<file path="src/rtl/lib_skid_pipe_if.sv">
// Valid/ready stream bundle for lib_skid_pipe: upstream beat, downstream beat,
// flush request and occupancy. master = producer/consumer side, slave = the pipe.
interface lib_skid_pipe_if #(
    parameter int WIDTH = 8,
    parameter int CNT_W = 3
);
    logic             in_vld;
    logic [WIDTH-1:0] in_data;
    logic             in_rdy;
    logic             out_vld;
    logic [WIDTH-1:0] out_data;
    logic             out_rdy;
    logic             flush;
    logic [CNT_W-1:0] count;

    modport master (
        output in_vld, in_data, out_rdy, flush,
        input  in_rdy, out_vld, out_data, count
    );

    modport slave (
        input  in_vld, in_data, out_rdy, flush,
        output in_rdy, out_vld, out_data, count
    );
endinterface

</file>
<file path="src/rtl/lib_skid_pipe.sv">
// Chain of two-entry skid stages; every stage's vld/rdy is a single state flop bit,
// so there is no combinational path from out_rdy back to in_rdy.
module lib_skid_pipe #(
    parameter int WIDTH = 8,
    parameter int DEPTH = 2,
    parameter int CNT_W = $clog2(2*DEPTH+1)
) (
    input  logic             clk,
    input  logic             rstn,
    lib_skid_pipe_if.slave   bus
);
    // bit0 = M valid (drives vld), bit1 = S valid (inverted, drives rdy)
    localparam logic [1:0] ST_EMPTY = 2'b00;
    localparam logic [1:0] ST_BUSY  = 2'b01;
    localparam logic [1:0] ST_FULL  = 2'b11;

    logic [DEPTH-1:0] stg_vld;
    logic [DEPTH-1:0] stg_rdy;
    logic [DEPTH-1:0] up_vld;
    logic [DEPTH-1:0] dn_rdy;
    logic [DEPTH-1:0] push;
    logic [DEPTH-1:0] pop;
    logic [WIDTH-1:0] up_data [DEPTH];
    logic [WIDTH-1:0] m_data  [DEPTH];

    genvar gi;
    generate
        for (gi = 0; gi < DEPTH; gi++) begin : g_stage
            logic [1:0]       state_reg;
            logic [1:0]       state_next;
            logic [WIDTH-1:0] m_reg;
            logic [WIDTH-1:0] s_reg;

            if (gi == 0) begin : g_head
                assign up_vld[gi]  = bus.in_vld;
                assign up_data[gi] = bus.in_data;
            end else begin : g_link
                assign up_vld[gi]  = stg_vld[gi-1];
                assign up_data[gi] = m_data[gi-1];
            end

            if (gi == DEPTH-1) begin : g_tail
                assign dn_rdy[gi] = bus.out_rdy;
            end else begin : g_mid
                assign dn_rdy[gi] = stg_rdy[gi+1];
            end

            assign stg_vld[gi] = state_reg[0];
            assign stg_rdy[gi] = ~state_reg[1];
            assign push[gi]    = up_vld[gi] & stg_rdy[gi];
            assign pop[gi]     = stg_vld[gi] & dn_rdy[gi];
            assign m_data[gi]  = m_reg;

            always_comb begin
                state_next = state_reg;
                case (state_reg)
                    ST_EMPTY: if (push[gi]) state_next = ST_BUSY;
                    ST_BUSY: begin
                        if (push[gi] && !pop[gi])      state_next = ST_FULL;
                        else if (!push[gi] && pop[gi]) state_next = ST_EMPTY;
                    end
                    ST_FULL:  if (pop[gi]) state_next = ST_BUSY;
                    default:  state_next = ST_EMPTY;
                endcase
                if (bus.flush) state_next = ST_EMPTY;
            end

            always_ff @(posedge clk or negedge rstn) begin
                if (!rstn) state_reg <= ST_EMPTY;
                else       state_reg <= state_next;
            end

            // Payload flops are unreset; only the state decides what is valid.
            always_ff @(posedge clk) begin
                if (state_reg == ST_FULL && pop[gi])
                    m_reg <= s_reg;
                else if (push[gi] && (state_reg == ST_EMPTY || pop[gi]))
                    m_reg <= up_data[gi];
                else if (push[gi])
                    s_reg <= up_data[gi];
            end
        end
    endgenerate

    logic             in_xfer;
    logic             out_xfer;
    logic [CNT_W-1:0] count_reg;
    logic [CNT_W-1:0] count_next;

    assign in_xfer  = bus.in_vld & stg_rdy[0];
    assign out_xfer = stg_vld[DEPTH-1] & bus.out_rdy;

    always_comb begin
        count_next = count_reg;
        if (bus.flush)
            count_next = '0;
        else if (in_xfer && !out_xfer)
            count_next = count_reg + CNT_W'(1);
        else if (!in_xfer && out_xfer)
            count_next = count_reg - CNT_W'(1);
    end

    always_ff @(posedge clk or negedge rstn) begin
        if (!rstn) count_reg <= '0;
        else       count_reg <= count_next;
    end

    assign bus.in_rdy   = stg_rdy[0];
    assign bus.out_vld  = stg_vld[DEPTH-1];
    assign bus.out_data = m_data[DEPTH-1];
    assign bus.count    = count_reg;
endmodule

</file>
<file path="src/flat_wrapper.sv">
// flat-port wrapper written by rule: the top's interface ports become plain ports
module lib_skid_pipe_flat 
#(
    parameter int WIDTH = 8,
    parameter int DEPTH = 2,
    parameter int CNT_W = $clog2(2*DEPTH+1)
)
  (clk, rstn, bus_in_vld, bus_in_data, bus_out_rdy, bus_flush, bus_in_rdy, bus_out_vld, bus_out_data, bus_count);
  lib_skid_pipe_if #(.WIDTH(WIDTH), .CNT_W(CNT_W)) bus_i ();
  input  logic clk;
  input  logic rstn;
  input wire logic [$bits(bus_i.in_vld)-1:0] bus_in_vld;
  input wire logic [$bits(bus_i.in_data)-1:0] bus_in_data;
  input wire logic [$bits(bus_i.out_rdy)-1:0] bus_out_rdy;
  input wire logic [$bits(bus_i.flush)-1:0] bus_flush;
  output wire logic [$bits(bus_i.in_rdy)-1:0] bus_in_rdy;
  output wire logic [$bits(bus_i.out_vld)-1:0] bus_out_vld;
  output wire logic [$bits(bus_i.out_data)-1:0] bus_out_data;
  output wire logic [$bits(bus_i.count)-1:0] bus_count;
  assign bus_i.in_vld = bus_in_vld;
  assign bus_i.in_data = bus_in_data;
  assign bus_i.out_rdy = bus_out_rdy;
  assign bus_i.flush = bus_flush;
  assign bus_in_rdy = bus_i.in_rdy;
  assign bus_out_vld = bus_i.out_vld;
  assign bus_out_data = bus_i.out_data;
  assign bus_count = bus_i.count;
  lib_skid_pipe #(.WIDTH(WIDTH), .DEPTH(DEPTH), .CNT_W(CNT_W)) u_core (.clk(clk), .rstn(rstn), .bus(bus_i));
endmodule
</file>
<file path="config.mk">
export PLATFORM = sky130hd
export DESIGN_NAME = lib_skid_pipe_flat
export DESIGN_NICKNAME = d
export VERILOG_FILES = /design/src/rtl/lib_skid_pipe_if.sv /design/src/rtl/lib_skid_pipe.sv /design/src/flat_wrapper.sv
export SDC_FILE = /design/constraint.sdc
export NUM_CORES = 1
export LEC_CHECK = 0
export CAP_MARGIN = 20
export CORE_ASPECT_RATIO = 1.4
export CORE_MARGIN = 10
export CORE_UTILIZATION = 44
export DETAILED_ROUTE_END_ITERATION = 16
export GPL_TIMING_DRIVEN = 0
export PLACE_DENSITY = 0.67
export SLEW_MARGIN = 20
export SYNTH_ARGS = -nofsm -noshare
export SYNTH_HDL_FRONTEND = slang
export SYNTH_SLANG_ARGS = --single-unit
</file>
<file path="constraint.sdc">
create_clock -name clk -period 4.8 [get_ports clk]
set_input_delay 0.96 -clock clk [delete_from_list [all_inputs] [get_ports clk]]
set_output_delay 0.96 -clock clk [all_outputs]
set_load 0.02 [all_outputs]
</file>
### Yosys cells after proc, flatten, opt, wreduce, memory -nomap -nowiden

Cells that the tools add are included.

* bits of input ports: 13
* register bits: 39
* output and inout port bits: 13

* muxes and demuxes: 18
* equality and inequality tests: 10
* reduce and logical (&&, ||, !) cells: 24
* bitwise gates (word level): 9
* $add $sub $neg: 2

Operators by type and width (count)
* 2-to-1 mux 8 bit: 4
* 2-to-1 mux 2 bit: 9
* != test 3 x 2 -> 1 bit (second input constant): 4
* one-hot mux 2 bit (3 select lines): 2
* AND reduction 3 bit: 4
* logical AND 1 bit: 10
* 2-to-1 mux 3 bit: 3
* != test 4 x 2 -> 1 bit (second input constant): 2
* NOT 1 bit: 6
* == test 2 x 1 -> 1 bit (second input constant): 2
* == test 2 bit (second input constant): 2
* logical NOT 2 bit: 2
* nonzero test 2 bit: 2
* adder 3 x 1 -> 3 bit (second input constant): 1
* AND 1 bit: 3
* logical NOT 1 bit: 3
* nonzero test 3 bit: 1
* subtractor 3 x 1 -> 3 bit (second input constant): 1
* logical OR 1 bit: 2

### Logic depth before layout (Yosys ltp)

Gate-level depths: netlist of the first run.

* word-level depth: 8
* depth in mapped cells: 8
* gate-level depth less buffers: 7

### Worst setup path after synthesis of the first run

Ideal clock, no wire load.

* kind: input port to flip-flop
* from: in bus_in_vld
* to: reg u_core.g_stage[0].state_reg[1]
* path buffers: 1
* required time: 4.722 ns
* stages on the path: 7
* setup slack: 2.318 ns
* data arrival time: 2.404 ns
* setup time: 0.078 ns
* cells stage by stage: nand2b_1 -> clkbuf_1 -> inv_1 -> ha_1 -> a22o_1 -> or4_1 -> a21oi_1

* longest elaborated chain between the ends: 5
* elaborated cells on any way between the ends: 10
* classes of those cells: eq/ne: 2; mux: 3; bitwise: 1; reduce/logical: 4

Ends and longest elaborated chain
* from (decl): line flat_wrapper.sv:12 `input wire logic [$bits(bus_i.in_vld)-1:0] bus_in_vld;`
* AND 1 bit *: line lib_skid_pipe.sv:50 `assign push[gi] = up_vld[gi] & stg_rdy[gi];`
* logical AND 1 bit / logical NOT 1 bit (equally long branches): line lib_skid_pipe.sv:59, lib_skid_pipe.sv:60
* 2-to-1 mux 2 bit / logical AND 1 bit (equally long branches): line lib_skid_pipe.sv:59, lib_skid_pipe.sv:60
* one-hot mux 2 bit (3 select lines) / != test 4 x 2 -> 1 bit (equally long branches)
* 2-to-1 mux 2 bit / AND reduction 3 bit (equally long branches)
* to (signal assigned): line lib_skid_pipe.sv:70 `else state_reg <= state_next;`
* to (decl): line lib_skid_pipe.sv:29 `logic [1:0] state_reg;`

Mark *: on every way between the ends. The rest lies on a longest branch, timed or not.
A chain may end at the register's enable or synchronous reset.

### Worst setup path after layout of the first run

Ends and elaborated chain as after synthesis.

==> impl_results.md, run 1 <==
* End-of-flow core utilization at 0.552
* Latest clock arrival within the worst-skew pair at 0.29 ns
* Worst IR drop on VDD at 0.343 mV
* Initial Util at 0.452
* Path type of the worst min-delay path: reg -> reg
* Cell taking the most area after synthesis: edfxtp_1
* Final global-route overflow total at 0
* Post-Synthesis Cells at 120
* Number of search-and-repair iterations in the first detailed-routing pass at 4
* Number of global-route vias before repair at 1071
* Final setup viols at 0
* Most congested layer reported by global routing: met2
* Critical path required time at 5.01 ns
* Fraction of layout cells with a size suffix above 1 at 0.164
* Max-capacitance violation count at 0
* Most frequent cells in the layout: edfxtp_1, clkdlybuf4s50_1, mux2_2, ha_1
* Highest attainable clock frequency at 0.350 GHz
* Number of synthesized flops with an enable pin at 32
* Clock tree from TritonCTS: yes
* Worst endpoint data arrival time at 3.07 ns
* Resize count post-CTS at 0
* # H-tree levels at 2
* R2r startpoint: u_core.g_stage[0].state_reg[1]$_DFFE_PN0P_
* Post-synthesis instance area at 1760 µm²
* Total of flip-flops plus latches after synthesis at 39
* Flip-flop count of the largest register, all copies and words added at 16
* Global router's overall resource usage at 0.0911
* Cell at the root of the clock tree: clkbuf_8
* Area growth, synth to finish at 22.1%
* Top fanout value on the critical path at 8
* CP max-delay cell: or4_1
* Met2 Use GR at 0.142
* Distinct cells, synth at 29
* Layout Nets at 174
* Number of buffer cells added on primary ports at 24
* Syn. warnings at 0
* Vias post-DR at 1021
* Final Wtd Congestion at 0.769
* Met3 global-route usage at 0.0336
* Part of the Yosys area used for sequential elements at 0.646
* Wirelength per Cell at 15.2 µm
* Antenna diode instance count at 0
* Vertical extent of the die at 94.8 µm
* Initial antenna violation count at 0
* Total clock buffers created by CTS at 5
* CP Cell Sequence: clkdlybuf4s50_1 > nand2b_1 > clkbuf_1 > inv_1 > ha_1 > a22o_1 > or4_1 > a21oi_1
* # hold bufs at CTS at 0
* Leading post-synthesis cells by cell area: edfxtp_1, mux2_2, dfrtp_1
* Max Clock Skew at 0.00536 ns
* Number of DRC markers after the initial detailed-route iteration at 47
* Post-DR vias/cell at 5.24
* Fin crit period at 2.85 ns
* Number of design rule violations left after detail routing at 0
* Placeable core region at 3880 µm²
* Critical path startpoint: bus_in_vld
* Worst-path clk slew at 0.08 ns
* Setup repair after global routing missed its margin: no
* Mean area per synthesized cell at 14.6 µm²
* Area share of the leading cell type in the synthesized netlist at 0.547
* R2R depth at 7
* Slowest cell delay on critical path at 0.52 ns
* Class of the most critical setup path: in -> reg
* Setup slack of the worst register-to-register path at 2.59 ns
* Commonest non-fill, non-tap cell in the layout: edfxtp_1
* End of the critical path: u_core.g_stage[0].state_reg[1]$_DFFE_PN0P_
* Die width at 73.4 µm
* Clock sink total at 39
* Final sum of negative setup slack at 0 ns
* Leakage power figure at 0.780 nW
* Slew at the pin closest to its max-slew limit at 1.01 ns
* Max Buffers Root-to-Sink at 2
* Final hold violation count at 0
* Capture point of the worst reg-to-reg path: u_core.g_stage[0].state_reg[1]$_DFFE_PN0P_
* Maximum number of pins on one net before global-route repair at 14
* Die area at 6960 µm²
* Power density relative to cell area at 469 nW/µm²
* Number of slew-limit violations in the final report at 0
* Capturing element type of the critical path: flip-flop
* Detail Placement HPWL at 2260 µm
* Fraction of met1 tracks used by global routing at 0.104
* Outcome: finished, final reports clean
* Slew HR at 0.323
* Placement row count at 27
* Most common flop cell mapped by yosys: edfxtp_1
* Post CTS Setup Buffer Count at 0
* FFs w/ async S/R, synth at 0.179
* Antenna-violating nets left at 0
* Global-route wire length before repair at 5000 µm
* Post-synth net total at 143
* Aggregate routed wire length at 2970 µm
* Critical path startpoint category: input port
* Final Cycle Share at 0.594
* Io pins at 26
==> critical path, delay by kind of cell <==
| kind | cells | cell delay (ns) |
|---|---|---|
| compound gates | 2 | 0.39 |
| fa+ha+maj | 1 | 0.31 |
| buf+inv | 3 | 0.82 |
| simple gates | 2 | 0.59 |
==> cell usage after synthesis (all sizes together) (3+ instances only) <==
master   n
dfrtp    7
xnor2    3
mux2    16
nand2    3
edfxtp  32
inv      7
ha       9
a21oi    4
nor3     4
nor2     6
o21ai    5
nand2b   3
==> kinds of logic (layout without fill, tap and decap cells) <==
kind of cell / after synthesis / count (layout) / share of synthesized area
fa+ha+maj: 10 / 10 / 0.0754
flops: 39 / 39 / 0.646
buf+inv: 11 / 43 / 0.0242
compound gates: 14 / 14 / 0.0505
xor+xnor: 3 / 3 / 0.0149
simple gates: 25 / 25 / 0.0747
mux: 18 / 18 / 0.114
==> worst min path at each step <==
stage,start,endpoint,cells after the start
finish,u_core.g_stage[0].m_reg[3]$_DFFE_PP_,u_core.g_stage[1].s_reg[3]$_DFFE_PP_,0
global route,u_core.g_stage[0].m_reg[3]$_DFFE_PP_,u_core.g_stage[1].s_reg[3]$_DFFE_PP_,0
CTS,u_core.g_stage[0].m_reg[6]$_DFFE_PP_,u_core.g_stage[1].s_reg[6]$_DFFE_PP_,0
detailed placement,u_core.g_stage[0].m_reg[6]$_DFFE_PP_,u_core.g_stage[1].s_reg[6]$_DFFE_PP_,0
global placement,u_core.g_stage[0].m_reg[6]$_DFFE_PP_,u_core.g_stage[1].s_reg[6]$_DFFE_PP_,0
floorplan,u_core.g_stage[0].m_reg[0]$_DFFE_PP_,u_core.g_stage[1].s_reg[0]$_DFFE_PP_,0
==> routing by layer <==
metal	up-vias	part of all wire
met1	478	0.42
met5	-	0
li1	503	-
met4	0	0.026
met2	33	0.49
met3	7	0.065
==> metrics by stage <==
step | setup WS (ns) | power (mW) | instance area [µm²] | cells | hold slack [ns]
after floorplan | 2.32 | 0.678 | 1760 | 120 | 0.420
after global placement | 1.75 | 0.777 | 2050 | 187 | 0.433
after detailed placement | 1.64 | 0.798 | 2050 | 187 | 0.440
after CTS | 1.95 | 1.01 | 2140 | 195 | 0.462
after global routing | 1.82 | 1.06 | 2150 | 195 | 0.475
final | 1.95 | 1.01 | 2150 | 195 | 0.454
==> power breakdown <==
| group | switching, mW | total, mW | internal, mW | leakage, nW |
|---|---|---|---|---|
| registers | 0.0343 | 0.471 | 0.436 | 0.390 |
| logic | 0.175 | 0.322 | 0.147 | 0.348 |
| clock network | 0.114 | 0.215 | 0.101 | 0.0418 |
| total | 0.323 | 1.01 | 0.684 | 0.780 |
==> final cells by class <==
cell class / instances / area [µm²]
Multi-Input combinational cell: 70 / 584
Inverter: 7 / 26.3
Sequential cell: 39 / 1140
Clock buffer: 5 / 68.8
Tap cell: 43 / 53.8
Clock inverter: 3 / 20.0
Timing Repair Buffer: 24 / 240
Buffer: 4 / 16.3
Fill cell: 312 / 1740
Note: power is estimated with default switching activity, not from simulation.
==> inputs of run 2 (changes only) <==
--- a/config.mk
+++ b/config.mk
@@ -11,7 +11,7 @@
 export CORE_UTILIZATION = 44
 export DETAILED_ROUTE_END_ITERATION = 16
 export GPL_TIMING_DRIVEN = 0
-export PLACE_DENSITY = 0.67
+export PLACE_DENSITY = 0.7
 export SLEW_MARGIN = 20
 export SYNTH_ARGS = -nofsm -noshare
 export SYNTH_HDL_FRONTEND = slang
==> constraint.sdc (replaced) <==
create_clock -name clk -period 2.57 [get_ports clk]
set_input_delay 0.514 -clock clk [delete_from_list [all_inputs] [get_ports clk]]
set_output_delay 0.514 -clock clk [all_outputs]
set_load 0.02 [all_outputs]
==> impl_results.md, run 2 (synthesized netlist as in run 1, its figures left out) <==
* Maximum number of pins on one net before global-route repair at 14 (unchanged)
* PnR worst setup slack at 0.176 ns (-1.77 ns)
* Initial antenna violation count at 0 (unchanged)
* Fin Hold WS at 0.456 ns (+0.00204 ns)
* Slew at the pin closest to its max-slew limit at 1.03 ns (+0.0246 ns)
* Highest attainable clock frequency at 0.418 GHz
* Top fanout value on the critical path at 8 (unchanged)
* Final sum of negative setup slack at 0 ns (unchanged)
* Final global-route overflow total at 0 (unchanged)
* Worst endpoint data arrival time at 2.60 ns (-0.47 ns)
* Number of slew-limit violations in the final report at 0 (unchanged)
* Global-route wire length before repair at 4990 µm (-0.14%)
* Clock sink total at 39 (unchanged)
* Io pins at 26 (unchanged)
* Area taken by flip-flops and latches at 1140 µm² (unchanged)
* Path type of the worst min-delay path: reg -> reg
* Most frequent cells in the layout: edfxtp_1, clkdlybuf4s50_1, mux2_2, ha_1
* Number of design rule violations left after detail routing at 0 (unchanged)
* Wirelength per Cell at 14.9 µm (-2.0%)
* Worst IR drop on VDD at 0.586 mV (+71%)
* Resize count post-CTS at 0 (unchanged)
* Number of search-and-repair iterations in the first detailed-routing pass at 4 (unchanged)
* Worst-path clk slew at 0.08 ns (about the same)
* Area of the multi-input gates at 579 µm² (-0.86%)
* Cell at the root of the clock tree: clkbuf_8
* Area of placed instances at 2050 µm² (unchanged)
* Leakage power figure at 0.779 nW (about the same)
* Final hold violation count at 0 (unchanged)
* Power density relative to cell area at 873 nW/µm² (+86%)
* Non-Filler Instances at 195 (unchanged)
* Count of fill cells added during filler insertion at 331 (+6.1%)
* Vertical extent of the die at 94.8 µm (unchanged)
* Fraction of layout cells with a size suffix above 1 at 0.158 (-0.00658)
* Initial Util at 0.452 (unchanged)
* Antenna diode instance count at 0 (unchanged)
* Aggregate routed wire length at 2910 µm (-2.0%)
* Placeable core region at 3880 µm² (unchanged)
* Setup slack of the worst register-to-register path at 0.39 ns (-2.20 ns)
* Detail Placement HPWL at 2240 µm (-0.62%)
* Layout Nets at 174 (unchanged)
* Post CTS Setup Buffer Count at 0 (unchanged)
* Commonest non-fill, non-tap cell in the layout: edfxtp_1
* Critical path required time at 2.78 ns (-2.23 ns)
* Capturing element type of the critical path: flip-flop
* Final setup viols at 0 (unchanged)
* Number of buffer cells added on primary ports at 24 (unchanged)
* Setup repair after global routing missed its margin: no
* Final Cycle Share at 0.932
* Area growth, synth to finish at 21.8%
* Critical path startpoint category: input port
* Number of DRC markers after the initial detailed-route iteration at 16 (-66%)
* Max-capacitance violation count at 0 (unchanged)
* # hold bufs at CTS at 0 (unchanged)
* Fin crit period at 2.39 ns
* Max Clock Skew at 0.00369 ns (-0.00168 ns)
* Die width at 73.4 µm (unchanged)
* Outcome: finished, final reports clean
* Number of cells after detailed placement at 187 (unchanged)
* Number of global-route vias before repair at 1108 (+3.5%)
* Total clock buffers created by CTS at 5 (unchanged)
* Slew HR at 0.305 (-0.0185)
* Post-DR vias/cell at 5.22 (-0.39%)
* Latest clock arrival within the worst-skew pair at 0.28 ns (about the same)
* Placement row count at 27 (unchanged)
* # H-tree levels at 2 (unchanged)
* Class of the most critical setup path: in -> reg
* Antenna-violating nets left at 0 (unchanged)
* Global router's overall resource usage at 0.0912 (+0.0000966)
* Flip-flop count of the largest register, all copies and words added at 16 (unchanged)
* Vias post-DR at 1017 (-0.39%)
* Post-layout instance area at 2140 µm² (-0.23%)
* Final Wtd Congestion at 0.807 (+5.0%)
* Max Buffers Root-to-Sink at 2 (unchanged)
* Clock tree from TritonCTS: yes
* Die area at 6960 µm² (unchanged)
* Worst slack at placement at -0.111 ns (-1.75 ns)
## run 2: critical path, stage by stage
cell,delay (ns)
clkdlybuf4s50_1,0.43
nand2b_1,0.08
clkbuf_1,0.30
inv_1,0.08
ha_1,0.30
a22o_1,0.24
or4_1,0.49
a21oi_1,0.17
## run 2: metal layers
metal,track usage,share of wire,vias to the layer above
li1,-,-,500
met1,0.0992,0.42,487
met5,0,0,-
met3,0.0388,0.056,5
met4,0.0421,0.018,0
met2,0.149,0.51,25
## run 2: final timing paths
check | from | to | depth (start not counted)
setup / recovery | bus_in_vld | u_core.g_stage[0].state_reg[1]$_DFFE_PN0P_ | 8
hold / removal | u_core.g_stage[0].m_reg[0]$_DFFE_PP_ | u_core.g_stage[1].s_reg[0]$_DFFE_PP_ | 0
setup reg to reg | u_core.g_stage[0].state_reg[1]$_DFFE_PN0P_ | u_core.g_stage[0].state_reg[1]$_DFFE_PN0P_ | 7
hold reg to reg | u_core.g_stage[0].m_reg[0]$_DFFE_PP_ | u_core.g_stage[1].s_reg[0]$_DFFE_PP_ | 0
max in group asynchronous | rstn | u_core.bus.count[2]$_DFFE_PN0P_ | 1
min in group asynchronous | rstn | u_core.bus.count[1]$_DFFE_PN0P_ | 1
## run 2: area by class of cell
class	count	area share
buffer	4	0.00760
clock buffer	5	0.0321
timing repair buffer	24	0.112
multi-input combinational	70	0.271
sequential	39	0.531
clock inverter	3	0.00935
inverter	7	0.0123
tap	43	0.0251
## run 2: power by group
group | internal, mW | switching (mW)
combinational | 0.271 | 0.318
sequential | 0.815 | 0.0648
clock | 0.189 | 0.212
## run 2: through the flow
stage / utilization / power [mW]
after floorplan: - / 1.27
after global placement: 0.528 / 1.45
after detailed placement: 0.528 / 1.49
after CTS: 0.551 / 1.89
after global routing: 0.551 / 1.98
final: 0.551 / 1.87
==> inputs of run 3 (changes only) <==
--- a/config.mk
+++ b/config.mk
@@ -8,10 +8,11 @@
 export CAP_MARGIN = 20
 export CORE_ASPECT_RATIO = 1.4
 export CORE_MARGIN = 10
-export CORE_UTILIZATION = 44
+export CORE_UTILIZATION = 40
 export DETAILED_ROUTE_END_ITERATION = 16
 export GPL_TIMING_DRIVEN = 0
-export PLACE_DENSITY = 0.7
+export PLACE_DENSITY = 0.64
+export SETUP_SLACK_MARGIN = 0.05
 export SLEW_MARGIN = 20
 export SYNTH_ARGS = -nofsm -noshare
 export SYNTH_HDL_FRONTEND = slang
==> impl_results.md, run 3 (synthesized netlist as in run 1, its figures left out) <==
* Outcome: finished, final reports clean
* Top fanout value on the critical path at 8 (unchanged)
* Slew at the pin closest to its max-slew limit at 1.03 ns (-0.000161 ns)
* Family with the most delay on the worst path: buffers and inverters
* Count of fill cells added during filler insertion at 377 (+14%)
* Area growth, synth to finish at 23.1%
* Flip-flop count of the largest register, all copies and words added at 16 (unchanged)
* Number of DRC markers after the initial detailed-route iteration at 21 (+5)
* Clock sink total at 39 (unchanged)
* Path type of the worst min-delay path: reg -> reg
* Number of search-and-repair iterations in the first detailed-routing pass at 4 (unchanged)
* Layout Nets at 174 (unchanged)
* Power density relative to cell area at 867 nW/µm² (-0.75%)
* Cell at the root of the clock tree: clkbuf_8
* Post-layout instance area at 2160 µm² (+1.1%)
* Number of design rule violations left after detail routing at 0 (unchanged)
* Final Cycle Share at 0.919 (-0.0123)
* Final sum of negative setup slack at 0 ns (unchanged)
* Capturing element type of the critical path: flip-flop
* Vertical extent of the die at 98.4 µm (+3.9%)
* Length of routed met2 wiring at 1700 µm (+15%)
* Commonest non-fill, non-tap cell in the layout: edfxtp_1
* Number of global-route vias before repair at 1129 (+1.9%)
* Die area at 7480 µm² (+7.5%)
* Initial antenna violation count at 0 (unchanged)
* Detail Route met3 WL at 159 µm (-2.5%)
* Io pins at 26 (unchanged)
* CP Cell Sequence: clkdlybuf4s50_1 > nand2b_1 > clkbuf_1 > inv_1 > ha_1 > a22o_1 > or4_1 > a21oi_1
* Wire length on met1 at 1150 µm (-5.8%)
* Resize count post-CTS at 0 (unchanged)
* Final hold violation count at 0 (unchanged)
* Final setup viols at 0 (unchanged)
* Initial Util at 0.415 (-0.0378)
* Aggregate routed wire length at 3070 µm (+5.3%)
* Global router's overall resource usage at 0.0847 (-0.00644)
* Worst endpoint data arrival time at 2.58 ns (-0.02 ns)
* Wirelength per Cell at 14.5 µm (-3.2%)
* Final Wtd Congestion at 0.792 (-1.8%)
* Clock tree from TritonCTS: yes
* Slew HR at 0.307 (+0.00209)
* Maximum number of pins on one net before global-route repair at 14 (unchanged)
* Latest clock arrival within the worst-skew pair at 0.29 ns (about the same)
* Max-capacitance violation count at 0 (unchanged)
* Critical path buffer and inverter count at 3 (unchanged)
* Vias post-DR at 1042 (+2.5%)
* Area of placed instances at 2070 µm² (+1.0%)
* Final global-route overflow total at 0 (unchanged)
* Max Buffers Root-to-Sink at 2 (unchanged)
* Placeable core region at 4240 µm² (+9.1%)
* CP max-delay cell: or4_1
* Highest attainable clock frequency at 0.423 GHz (+1.3%)
* Most frequent cells in the layout: edfxtp_1, clkdlybuf4s50_1, mux2_2, ha_1
* Class of the most critical setup path: in -> reg
* Detail Placement HPWL at 2370 µm (+5.9%)
* Fin crit period at 2.36 ns (-0.0315 ns)
* Fraction of layout cells with a size suffix above 1 at 0.164 (+0.00658)
* Worst IR drop on VDD at 0.370 mV (-37%)
* Antenna-violating nets left at 0 (unchanged)
* # hold bufs at CTS at 0 (unchanged)
* Leakage power figure at 0.784 nW (+0.56%)
* Critical path startpoint category: input port
* Total clock buffers created by CTS at 5 (unchanged)
* Global-route wire length before repair at 5150 µm (+3.2%)
* Placement row count at 28 (+3.7%)
* Post-DR vias/cell at 4.92 (-5.8%)
* Post CTS Setup Buffer Count at 0 (unchanged)
* Number of slew-limit violations in the final report at 0 (unchanged)
* Worst-path clk slew at 0.08 ns (about the same)
* Slowest cell delay on critical path at 0.49 ns (about the same)
* Max Used Layer: met4
* Setup repair after global routing missed its margin: no
* Die width at 76.0 µm (+3.6%)
* # H-tree levels at 2 (unchanged)
* Antenna diode instance count at 0 (unchanged)
* Critical path required time at 2.78 ns (about the same)
* Max Clock Skew at 0.00695 ns (+0.00326 ns)
* Number of buffer cells added on primary ports at 24 (unchanged)
[run 3: cell count changes in the layout (fill, tap and decap cells not counted), sizes merged]
cell	previous run	this run
inv	7	8
clkinvlp	1	0
[run 3: per-layer routing]
layer	GRT usage	up-vias
li1	-	504
met3	0.0345	5
met2	0.154	27
met5	0	-
met4	0.0439	0
met1	0.0793	506
[run 3: layout make-up]
| cell class | count | area (µm²) | share of cell area |
|---|---|---|---|
| Sequential cell | 39 | 1140 | 0.525 |
| Multi-Input combinational cell | 70 | 584 | 0.270 |
| Timing Repair Buffer | 24 | 240 | 0.111 |
| Tap cell | 60 | 75.1 | 0.0347 |
| Clock buffer | 5 | 68.8 | 0.0318 |
| Inverter | 7 | 26.3 | 0.0121 |
| Clock inverter | 3 | 17.5 | 0.00809 |
| Buffer | 4 | 16.3 | 0.00751 |
[run 3: worst reg2reg max path, stage by stage, from the launching register on]
cell	delay (ns)
dfrtp_1	0.41
nand2b_1	0.13
clkbuf_1	0.29
inv_1	0.08
ha_1	0.30
a22o_1	0.22
or4_1	0.49
a21oi_1	0.16
[run 3: final timing paths]
kind	end	slack, ns	start	cells after the start
setup reg to reg	u_core.g_stage[0].state_reg[1]$_DFFE_PN0P_	0.41	u_core.g_stage[0].state_reg[1]$_DFFE_PN0P_	7
setup / recovery	u_core.g_stage[0].state_reg[1]$_DFFE_PN0P_	0.21	bus_in_vld	8
hold / removal	u_core.g_stage[1].s_reg[4]$_DFFE_PP_	0.45	u_core.g_stage[0].m_reg[4]$_DFFE_PP_	0
hold reg to reg	u_core.g_stage[1].s_reg[4]$_DFFE_PP_	0.45	u_core.g_stage[0].m_reg[4]$_DFFE_PP_	0
max in group asynchronous	u_core.bus.count[1]$_DFFE_PN0P_	1.83	rstn	1
min in group asynchronous	u_core.bus.count[0]$_DFFE_PN0P_	0.49	rstn	1
[run 3: report_power, final]
group / internal, mW / switching [mW] / leakage, nW
clock: 0.189 / 0.210 / 0.0460
sequential: 0.815 / 0.0653 / 0.390
combinational: 0.273 / 0.324 / 0.348
[run 3: per-stage QoR]
stage,setup slack (ns),total power [mW],utilization,std cells,hold slack [ns]
after floorplan,0.534,1.27,-,120,0.218
after global placement,-0.0429,1.45,0.489,204,0.435
after detailed placement,-0.0816,1.49,0.489,204,0.436
after CTS,0.216,1.89,0.509,212,0.462
after global routing,0.0860,1.98,0.511,212,0.489
final,0.207,1.88,0.511,212,0.454
